$ cat src/rtl/sevenseg_capture.sv
// rtl/sevenseg_capture.sv - multiplexed seven-segment display sniffer that captures a decoded hex frame
//
// Purpose:
//   Watches the segment and digit-strobe lines of a multiplexed seven-segment
//   display. Each digit position is decoded once its pattern has been stable
//   for STABLE_CYCLES samples. When every position has been captured, the
//   frame is published on a valid/ready handshake.
//
// Parameters:
//   ZERO_IS_ON        1: segment lines are active-low and are inverted first
//   INVERSE_NUMBERING 0: bit6=a..bit0=g, 1: bit0=a..bit6=g
//   NUM_DIGITS        number of multiplexed digit positions (1..8)
//   STABLE_CYCLES     identical consecutive samples needed for a capture (1..255)
//
// Configuration macro:
//   SEVENSEG_CAPTURE_SYNC_EN  defined: 2-flop synchronizer on in_segs/in_sel
//                             undefined: pins are registered once as the sample
//
// Ports:
//   in_clk       clock, rising edge
//   in_rst_n     asynchronous active-low reset
//   in_segs      sniffed segment lines
//   in_sel       digit strobes, active-high, expected one-hot
//   out_digits   published frame, digit i at [4i+3:4i]
//   out_invalid  per-digit flag, captured pattern was not a legal glyph
//   out_valid    frame available
//   in_ready     consumer accepts the frame when high together with out_valid

module sevenseg_capture #(
  parameter int ZERO_IS_ON        = 0,
  parameter int INVERSE_NUMBERING = 0,
  parameter int NUM_DIGITS        = 4,
  parameter int STABLE_CYCLES     = 4
) (
  input  logic                    in_clk,
  input  logic                    in_rst_n,
  input  logic [6:0]              in_segs,
  input  logic [NUM_DIGITS-1:0]   in_sel,
  output logic [4*NUM_DIGITS-1:0] out_digits,
  output logic [NUM_DIGITS-1:0]   out_invalid,
  output logic                    out_valid,
  input  logic                    in_ready
);

  localparam int IDX_W = (NUM_DIGITS > 1) ? $clog2(NUM_DIGITS) : 1;
  localparam logic [6:0] SEG_XOR = (ZERO_IS_ON != 0) ? 7'h7f : 7'h00;

  // Glyph tables, entry k (digit value k) at bits [7k+6:7k].
  localparam logic [16*7-1:0] GLYPHS_STD = {
    7'h47, 7'h4f, 7'h3d, 7'h4e, 7'h1f, 7'h77, 7'h7b, 7'h7f,
    7'h70, 7'h5f, 7'h5b, 7'h33, 7'h79, 7'h6d, 7'h30, 7'h7e
  };
  localparam logic [16*7-1:0] GLYPHS_INV = {
    7'h71, 7'h79, 7'h5e, 7'h39, 7'h7c, 7'h77, 7'h6f, 7'h7f,
    7'h07, 7'h7d, 7'h6d, 7'h66, 7'h4f, 7'h5b, 7'h06, 7'h3f
  };
  localparam logic [16*7-1:0] GLYPHS = (INVERSE_NUMBERING != 0) ? GLYPHS_INV : GLYPHS_STD;

  // Returns {hit, nibble}; nibble is 0 when the pattern is not a glyph.
  function automatic logic [4:0] decode(input logic [6:0] pat);
    logic [4:0] res;
    res = 5'd0;
    for (int k = 0; k < 16; k++) begin
      if (pat == GLYPHS[7*k +: 7]) begin
        res = {1'b1, 4'(k)};
      end
    end
    return res;
  endfunction

  // ---------------------------------------------------------------------------
  // Input stage: optional synchronizer, then active-low correction
  // ---------------------------------------------------------------------------
  logic [6:0]            pre_segs;
  logic [NUM_DIGITS-1:0] pre_sel;

`ifdef SEVENSEG_CAPTURE_SYNC_EN
  logic [6:0]            segs_s1, segs_s2;
  logic [NUM_DIGITS-1:0] sel_s1, sel_s2;

  always_ff @(posedge in_clk or negedge in_rst_n) begin
    if (!in_rst_n) begin
      segs_s1 <= '0;
      segs_s2 <= '0;
      sel_s1  <= '0;
      sel_s2  <= '0;
    end else begin
      segs_s1 <= in_segs;
      segs_s2 <= segs_s1;
      sel_s1  <= in_sel;
      sel_s2  <= sel_s1;
    end
  end

  assign pre_segs = segs_s2 ^ SEG_XOR;
  assign pre_sel  = sel_s2;
`else
  assign pre_segs = in_segs ^ SEG_XOR;
  assign pre_sel  = in_sel;
`endif

  // ---------------------------------------------------------------------------
  // Sample register and stability FSM
  // ---------------------------------------------------------------------------
  typedef enum logic [1:0] {
    ST_IDLE   = 2'd0,
    ST_SETTLE = 2'd1,
    ST_HELD   = 2'd2
  } state_t;

  state_t                state;
  logic [7:0]            cnt;
  logic                  cap_q;
  logic [6:0]            samp_segs;
  logic [NUM_DIGITS-1:0] samp_sel;
  logic                  sample_change;
  logic                  pre_onehot;

  // Change is judged against the value about to be loaded, so the counter
  // restarts at 1 on the same edge the new sample lands.
  assign sample_change = (pre_segs != samp_segs) || (pre_sel != samp_sel);
  assign pre_onehot    = $onehot(pre_sel);

  // cap_q is high exactly during the cycle in which the counter equals
  // STABLE_CYCLES while in SETTLE; the sample register then holds the
  // pattern that has been stable for STABLE_CYCLES samples.
  always_ff @(posedge in_clk or negedge in_rst_n) begin
    if (!in_rst_n) begin
      state     <= ST_IDLE;
      cnt       <= 8'd0;
      cap_q     <= 1'b0;
      samp_segs <= '0;
      samp_sel  <= '0;
    end else begin
      samp_segs <= pre_segs;
      samp_sel  <= pre_sel;
      if (sample_change) begin
        if (pre_onehot) begin
          state <= ST_SETTLE;
          cnt   <= 8'd1;
          cap_q <= (STABLE_CYCLES == 1);
        end else begin
          state <= ST_IDLE;
          cnt   <= 8'd0;
          cap_q <= 1'b0;
        end
      end else begin
        case (state)
          ST_SETTLE: begin
            if (cap_q) begin
              state <= ST_HELD;
              cap_q <= 1'b0;
            end else begin
              cnt   <= cnt + 8'd1;
              cap_q <= (cnt == 8'(STABLE_CYCLES - 1));
            end
          end
          default: begin
            cap_q <= 1'b0;
          end
        endcase
      end
    end
  end

  // ---------------------------------------------------------------------------
  // Capture datapath
  // ---------------------------------------------------------------------------
  logic [IDX_W-1:0] cap_idx;
  logic [4:0]       dec;

  always_comb begin
    cap_idx = '0;
    for (int i = 0; i < NUM_DIGITS; i++) begin
      if (samp_sel[i]) begin
        cap_idx = IDX_W'(i);
      end
    end
  end

  assign dec = decode(samp_segs);

  // ---------------------------------------------------------------------------
  // Working frame, mask and published frame
  // ---------------------------------------------------------------------------
  logic [4*NUM_DIGITS-1:0] slots;
  logic [NUM_DIGITS-1:0]   inv_w;
  logic [NUM_DIGITS-1:0]   mask;
  logic [NUM_DIGITS-1:0]   cap_bit;
  logic                    publish;

  // samp_sel is one-hot whenever cap_q is high, so it is the mask bit itself.
  assign cap_bit = cap_q ? samp_sel : '0;
  assign publish = (&mask) && !out_valid;

  always_ff @(posedge in_clk or negedge in_rst_n) begin
    if (!in_rst_n) begin
      slots       <= '0;
      inv_w       <= '0;
      mask        <= '0;
      out_digits  <= '0;
      out_invalid <= '0;
      out_valid   <= 1'b0;
    end else begin
      if (cap_q) begin
        slots[4*cap_idx +: 4] <= dec[3:0];
        inv_w[cap_idx]        <= ~dec[4];
      end
      // A capture landing on the publish edge belongs to the next frame.
      mask <= (publish ? '0 : mask) | cap_bit;
      if (publish) begin
        out_digits  <= slots;
        out_invalid <= inv_w;
        out_valid   <= 1'b1;
      end else if (out_valid && in_ready) begin
        out_valid <= 1'b0;
      end
    end
  end

endmodule

$ cat config.mk
export PLATFORM = sky130hd
export DESIGN_NAME = sevenseg_capture
export DESIGN_NICKNAME = d
export VERILOG_FILES = /design/src/rtl/sevenseg_capture.sv
export SDC_FILE = /design/constraint.sdc
export NUM_CORES = 1
export LEC_CHECK = 0
export ABC_AREA = 0
export BUFFER_PORTS_ARGS = -buffer_cell sky130_fd_sc_hd__buf_2
export CAP_MARGIN = 20
export CELL_PAD_IN_SITES_DETAIL_PLACEMENT = 0
export CELL_PAD_IN_SITES_GLOBAL_PLACEMENT = 1
export CORE_MARGIN = 8
export CORE_UTILIZATION = 48
export CTS_BUF_LIST = sky130_fd_sc_hd__clkbuf_4
export DETAILED_ROUTE_END_ITERATION = 7
export PLACE_DENSITY = 0.88
export REMOVE_ABC_BUFFERS = 1
export SETUP_SLACK_MARGIN = 0.4
export SLEW_MARGIN = 10
export SYNTH_ARGS = -nofsm -noshare
export SYNTH_HDL_FRONTEND = slang
export SYNTH_SLANG_ARGS = --single-unit
$ cat constraint.sdc
create_clock -name in_clk -period 2.2 [get_ports in_clk]
set_input_delay 0.22 -clock in_clk [delete_from_list [all_inputs] [get_ports in_clk]]
set_output_delay 0.22 -clock in_clk [all_outputs]
set_load 0.02 [all_outputs]
After elaboration in Yosys (flattened, before gate mapping)
Index checks and enable logic that the tools add are counted.
- add/sub/neg operators: 5
- $lt $le $gt $ge: 2
- eq/ne operators: 22
- shift-type cells: 2
- muxes and demuxes: 38
- bitwise logic cells: 2
- reductions and logical operators: 11
- operators with widths (cell ; count):
    $eq A7 B7 Y1 const B ; 12
    $mux W5 ; 16
    $neg A4 Y34 ; 1
    $shift A4 B34 Y16 const A ; 1
    $shiftx A4 B34 Y16 ; 1
    $mux W8 ; 3
    $eq A7 B6 Y1 const B ; 3
    $bwmux W16 ; 1
    $mux W2 ; 5
    $mux W1 ; 9
    $add A8 B1 Y8 const B ; 1
    $eq A8 B2 Y1 const B ; 1
    $mux W4 ; 2
    $eq A7 B5 Y1 const B ; 1
    $ne A7 B7 Y1 ; 1
    $reduce_bool A2 Y1 ; 3
    $add A1 B1 Y2 ; 2
    $bwmux W4 ; 1
    $ne A4 B4 Y1 ; 1
    $or A4 B4 Y4 ; 1
    $reduce_and A2 Y1 ; 2
    $reduce_and A4 Y1 ; 1
    $add A2 B2 Y3 ; 1
    $eq A3 B1 Y1 const B ; 1
    9 further kinds ; 11
- bits in registers: 67
- input bits: 14
- output and inout bits: 21
- logic and storage cells: 93

Logic depth before layout (Yosys ltp)
- depth after elaboration: 19
- depth in mapped cells: 8
- gate-level depth less buffers: 8

Worst setup path after synthesis
OpenSTA, ideal clock, no wires.
- path kind: register to register
- start: register samp_sel[2]
- end: register slots[5]
- setup time: 65 ps
- data arrival time: 1874 ps
- required time: 2135 ps
- setup slack: 260 ps
- cell stages (with the launch flop): 7
- buffers on the path: 0
- clock period less this slack: 1940 ps
- cells stage by stage: dfrtp_1 inv_1 a21oi_1 ha_1 or4_1 clkinv_1 a22o_1
- longest elaborated chain between the ends: 5
- elaborated cells between the ends (all ways): 6
- classes of those cells: 1 x add/sub; 2 x shift; 3 x mux
- ends and longest elaborated chain (what ; line ; text):
    start, declared ; 115 ; logic [NUM_DIGITS-1:0] samp_sel;
    start signal, assigned ; 136 ; samp_sel <= pre_sel;
    $mux W2 * (2 in a row) ; 175 ; if (samp_sel[i]) begin
    $neg A4 Y34 * ; 206 ; slots[4*cap_idx +: 4] <= dec[3:0];
    $shiftx A4 B34 Y16 or $shift A4 B34 Y16 (tied branches) ; 206 ;
    $bwmux W16 * ; 206 ;
    end signal, assigned by index ; 206 ;
    end, declared ; 186 ; logic [4*NUM_DIGITS-1:0] slots;
Every way passes the cells marked *; elsewhere a longest branch is shown, timed or not.
A chain may end at the register's enable or synchronous reset.

Final worst setup path
- start: register samp_segs[3]
- end: register slots[9]
- longest elaborated chain between the ends: 18
- elaborated cells between the ends (all ways): 32
- classes of those cells: 15 x eq/ne; 1 x shift; 16 x mux
- ends and longest elaborated chain (what ; line ; text):
    start, declared ; 114 ; logic [6:0] samp_segs;
    start signal, assigned ; 135 ; samp_segs <= pre_segs;
    $eq A7 B6 Y1 ; 64 ; if (pat == GLYPHS[7*k +: 7]) begin
    $mux W5 (14 in a row) ; 64 ;
    $mux W5 * ; 64 ;
    $shiftx A4 B34 Y16 * ; 206 ;
    $bwmux W16 * ; 206 ;
Marked as above.

==> impl_metrics.json <==
{
  "status": "finished clean",
  "fmax_mhz": 535,
  "cp-end-kind": "flop",
  "dominantRegCellSynth": "dfrtp_1",
  "power_density_nw_per_um2": 647,
  "area.growth.synth_to_final_pct": 27.7,
  "syn-instance-count": 270,
  "synth_seq_cells": 67,
  "finish.instance_area_um2": 3930,
  "cap_violations": 0,
  "initial_core_util_pct": 49.1,
  "antenna_left": 0,
  "rows": 29,
  "clkTransAtPathRegs_ns": 0.12,
  "drive_above_1_share_pct": 37.6,
  "fin_worst_skew_ns": 0.0152,
  "die_w_um": 96.1,
  "cp-start-kind": "flop",
  "rsz0062_at_grt": "yes",
  "core_um2": 6280,
  "setup_viol": 0,
  "synth_edf_count": 0,
  "drc": 0,
  "antenna_found_initial": 0,
  "num_antenna_cells": 0,
  "cts_buffer_depth": 2,
  "wirelength_um": 6410,
  "fp.dieH_um": 96.1,
  "cts_root_buffer": "clkbuf_4",
  "nNetsFinal": 369,
  "cts-buffers-inserted": 9,
  "portBuffers": 34,
  "drv_slew": 0,
  "clkSinkCount": 67,
  "dp_slack_ns": 0.171,
  "fin_crit_sh_pct": 84.9,
  "synth_area_leader_cell": "dfrtp_1",
  "grt_pass1_vias": 2311,
  "grt_pass1_wl_um": 10700,
  "grt_max_degree": 68,
  "first_pass_iters": 4,
  "synth_area_leaders": "dfrtp_1, mux2_2, xor2_1",
  "fin_ws_ns": 0.331,
  "finish.utilization_pct": 62.6,
  "vias": 2255,
  "hold_viol": 0,
  "worstPathArrival_ns": 2.16,
  "fillers": 493,
  "regArea_um2": 1690,
  "synth_top_area_share_pct": 54.4,
  "relSlewSlack_pct": 71.1,
  "fin_setup_tns_ns": 0,
  "p_leak_nw": 1.94,
  "vias_per_cell": 5.27,
  "pin_count": 35,
  "wl_per_cell_um": 15.0,
  "cts-htree-levels": 3,
  "path_max_fanout": 4,
  "tightest_slew_ns": 0.433,
  "drtIter0Drc": 87,
  "power.total_w": 0.00255,
  "dpl-instance-area_um2": 3360,
  "async_reset_ff_share_pct": 100,
  "irDropWorstVdd_mv": 0.610,
  "synth_cell_types": 46,
  "multi_input_area_um2": 1370,
  "place_congestion": 0.810,
  "critPathKind": "flop to flop",
  "worstSkewPairLatency_ns": 0.41,
  "yosysSeqAreaShare_pct": 54.4,
  "cts_tree": "yes",
  "cp-startpoint": "samp_segs[3]",
  "hold_path_class": "input pin to async pin",
  "grt-ovfl-total": 0,
  "hpwl_um": 4260,
  "synth_area_um2": 3080,
  "worstPathRequired_ns": 2.49,
  "avgSynthCellArea_um2": 11.4,
  "yosys_warnings": 0,
  "reg2reg_from": "samp_segs[3]",
  "grt.total_usage_pct": 15.0,
  "period_minus_slack_ns": 1.87,
  "die-area_um2": 9230
}
-- power by group --
part	switching, W	total, W	internal, W
Clock	0.000460	0.00104	0.000582
Combinational	0.000119	0.000229	0.000110
Sequential	0.0000249	0.00127	0.00125
-- cell families (layout without fill, tap and decap cells) --
group,Yosys count,count (layout),synth area share [%]
AND/OR/NAND/NOR,84,84,14.5
flip-flops,67,67,54.4
AO/OA/AOI/OAI,40,40,8.74
buffers and inverters,26,107,3.86
multiplexers,25,25,9.10
XOR/XNOR,19,19,5.40
adder cells (fa/ha/maj),9,9,3.90
-- layout make-up --
cell class | count | share of cell area, %
Sequential cell | 67 | 42.9
Inverter | 15 | 1.43
Timing Repair Buffer | 76 | 13.6
Tap cell | 77 | 2.45
Clock inverter | 7 | 3.15
Multi-Input combinational cell | 177 | 34.8
Clock buffer | 9 | 1.72
-- worst max-delay path, stage by stage (launching register included) --
cell,delay [ns]
dfrtp_2,0.43
buf_4,0.14
nor3b_1,0.14
o211ai_2,0.16
o21ai_2,0.08
or4_4,0.55
a32o_1,0.24
-- flip-flops by register name (all words and copies together), names as in the netlist --
register,count
cap_q,1
cnt,8
inv_w,4
mask,4
out_digits,16
out_invalid,4
out_valid,1
samp_segs,7
samp_sel,4
slots,16
state,2
-- cell usage in the layout (no fill, tap or decap), types with 3 or more instances in the layout --
master,count
o21ai_2,4
o21ai_1,13
o21ai_0,3
nand2_2,3
nor2_1,13
and3_1,3
dlygate4sd3_1,13
buf_4,25
inv_1,11
mux2_1,4
nand2_1,24
a21oi_1,4
ha_1,6
buf_2,35
mux2_2,20
nor4_1,4
dfrtp_1,60
nand4_1,5
xor2_1,18
nand3_1,8
a22o_1,6
dfrtp_2,7
clkbuf_4,9
nor3_1,3
bufinv_16,3
nor2b_1,3
-- per-layer routing --
layer	up-vias	wire length (µm)	track usage [%]
met5	-	0	0
met2	70	2970	23.8
met4	0	129	5.38
li1	1105	-	-
met3	14	414	4.99
met1	1066	2900	18.7
-- path summary, 6_finish.rpt --
kind	endpoint	slack [ns]	cells past startpoint
setup / recovery	slots[9]	0.33	6
hold / removal	out_digits[12]	0.35	3
setup reg to reg	slots[9]	0.33	6
hold reg to reg	slots[6]	0.49	2
max in group asynchronous	samp_segs[1]	1.54	3
min in group in_clk	state[1]	0.35	5
-- synth_stat cells (4+ instances only) --
library cell and n:
dfrtp_1 67, nand2_1 27, mux2_2 20, xor2_1 18, o21ai_1 15, inv_1 13, nor2_1 13, nand3_1 9
ha_1 8, a21oi_1 6, a22o_1 6, buf_2 5, nand4_1 5, nor4_1 5, mux2_1 4, nor3_1 4
-- repair_timing --
action                                 4_1_cts  5_1_grt
hold buffers                                12        1
pin swaps                                    4        9
endpoints found under the hold margin       78        1
setup endpoints to repair                   16       27
setup buffers                               15        6
gates resized for setup                     17       15
-- metrics by stage --
| step | hold slack (ns) | std cells |
|---|---|---|
| floorplan | -0.0756 | 259 |
| CTS | 0.00107 | 421 |
| global route | 0.348 | 428 |
| global placement | 0.261 | 378 |
| detailed placement | 0.264 | 378 |
| finish | 0.348 | 428 |
(Power assumes the default switching activity.)
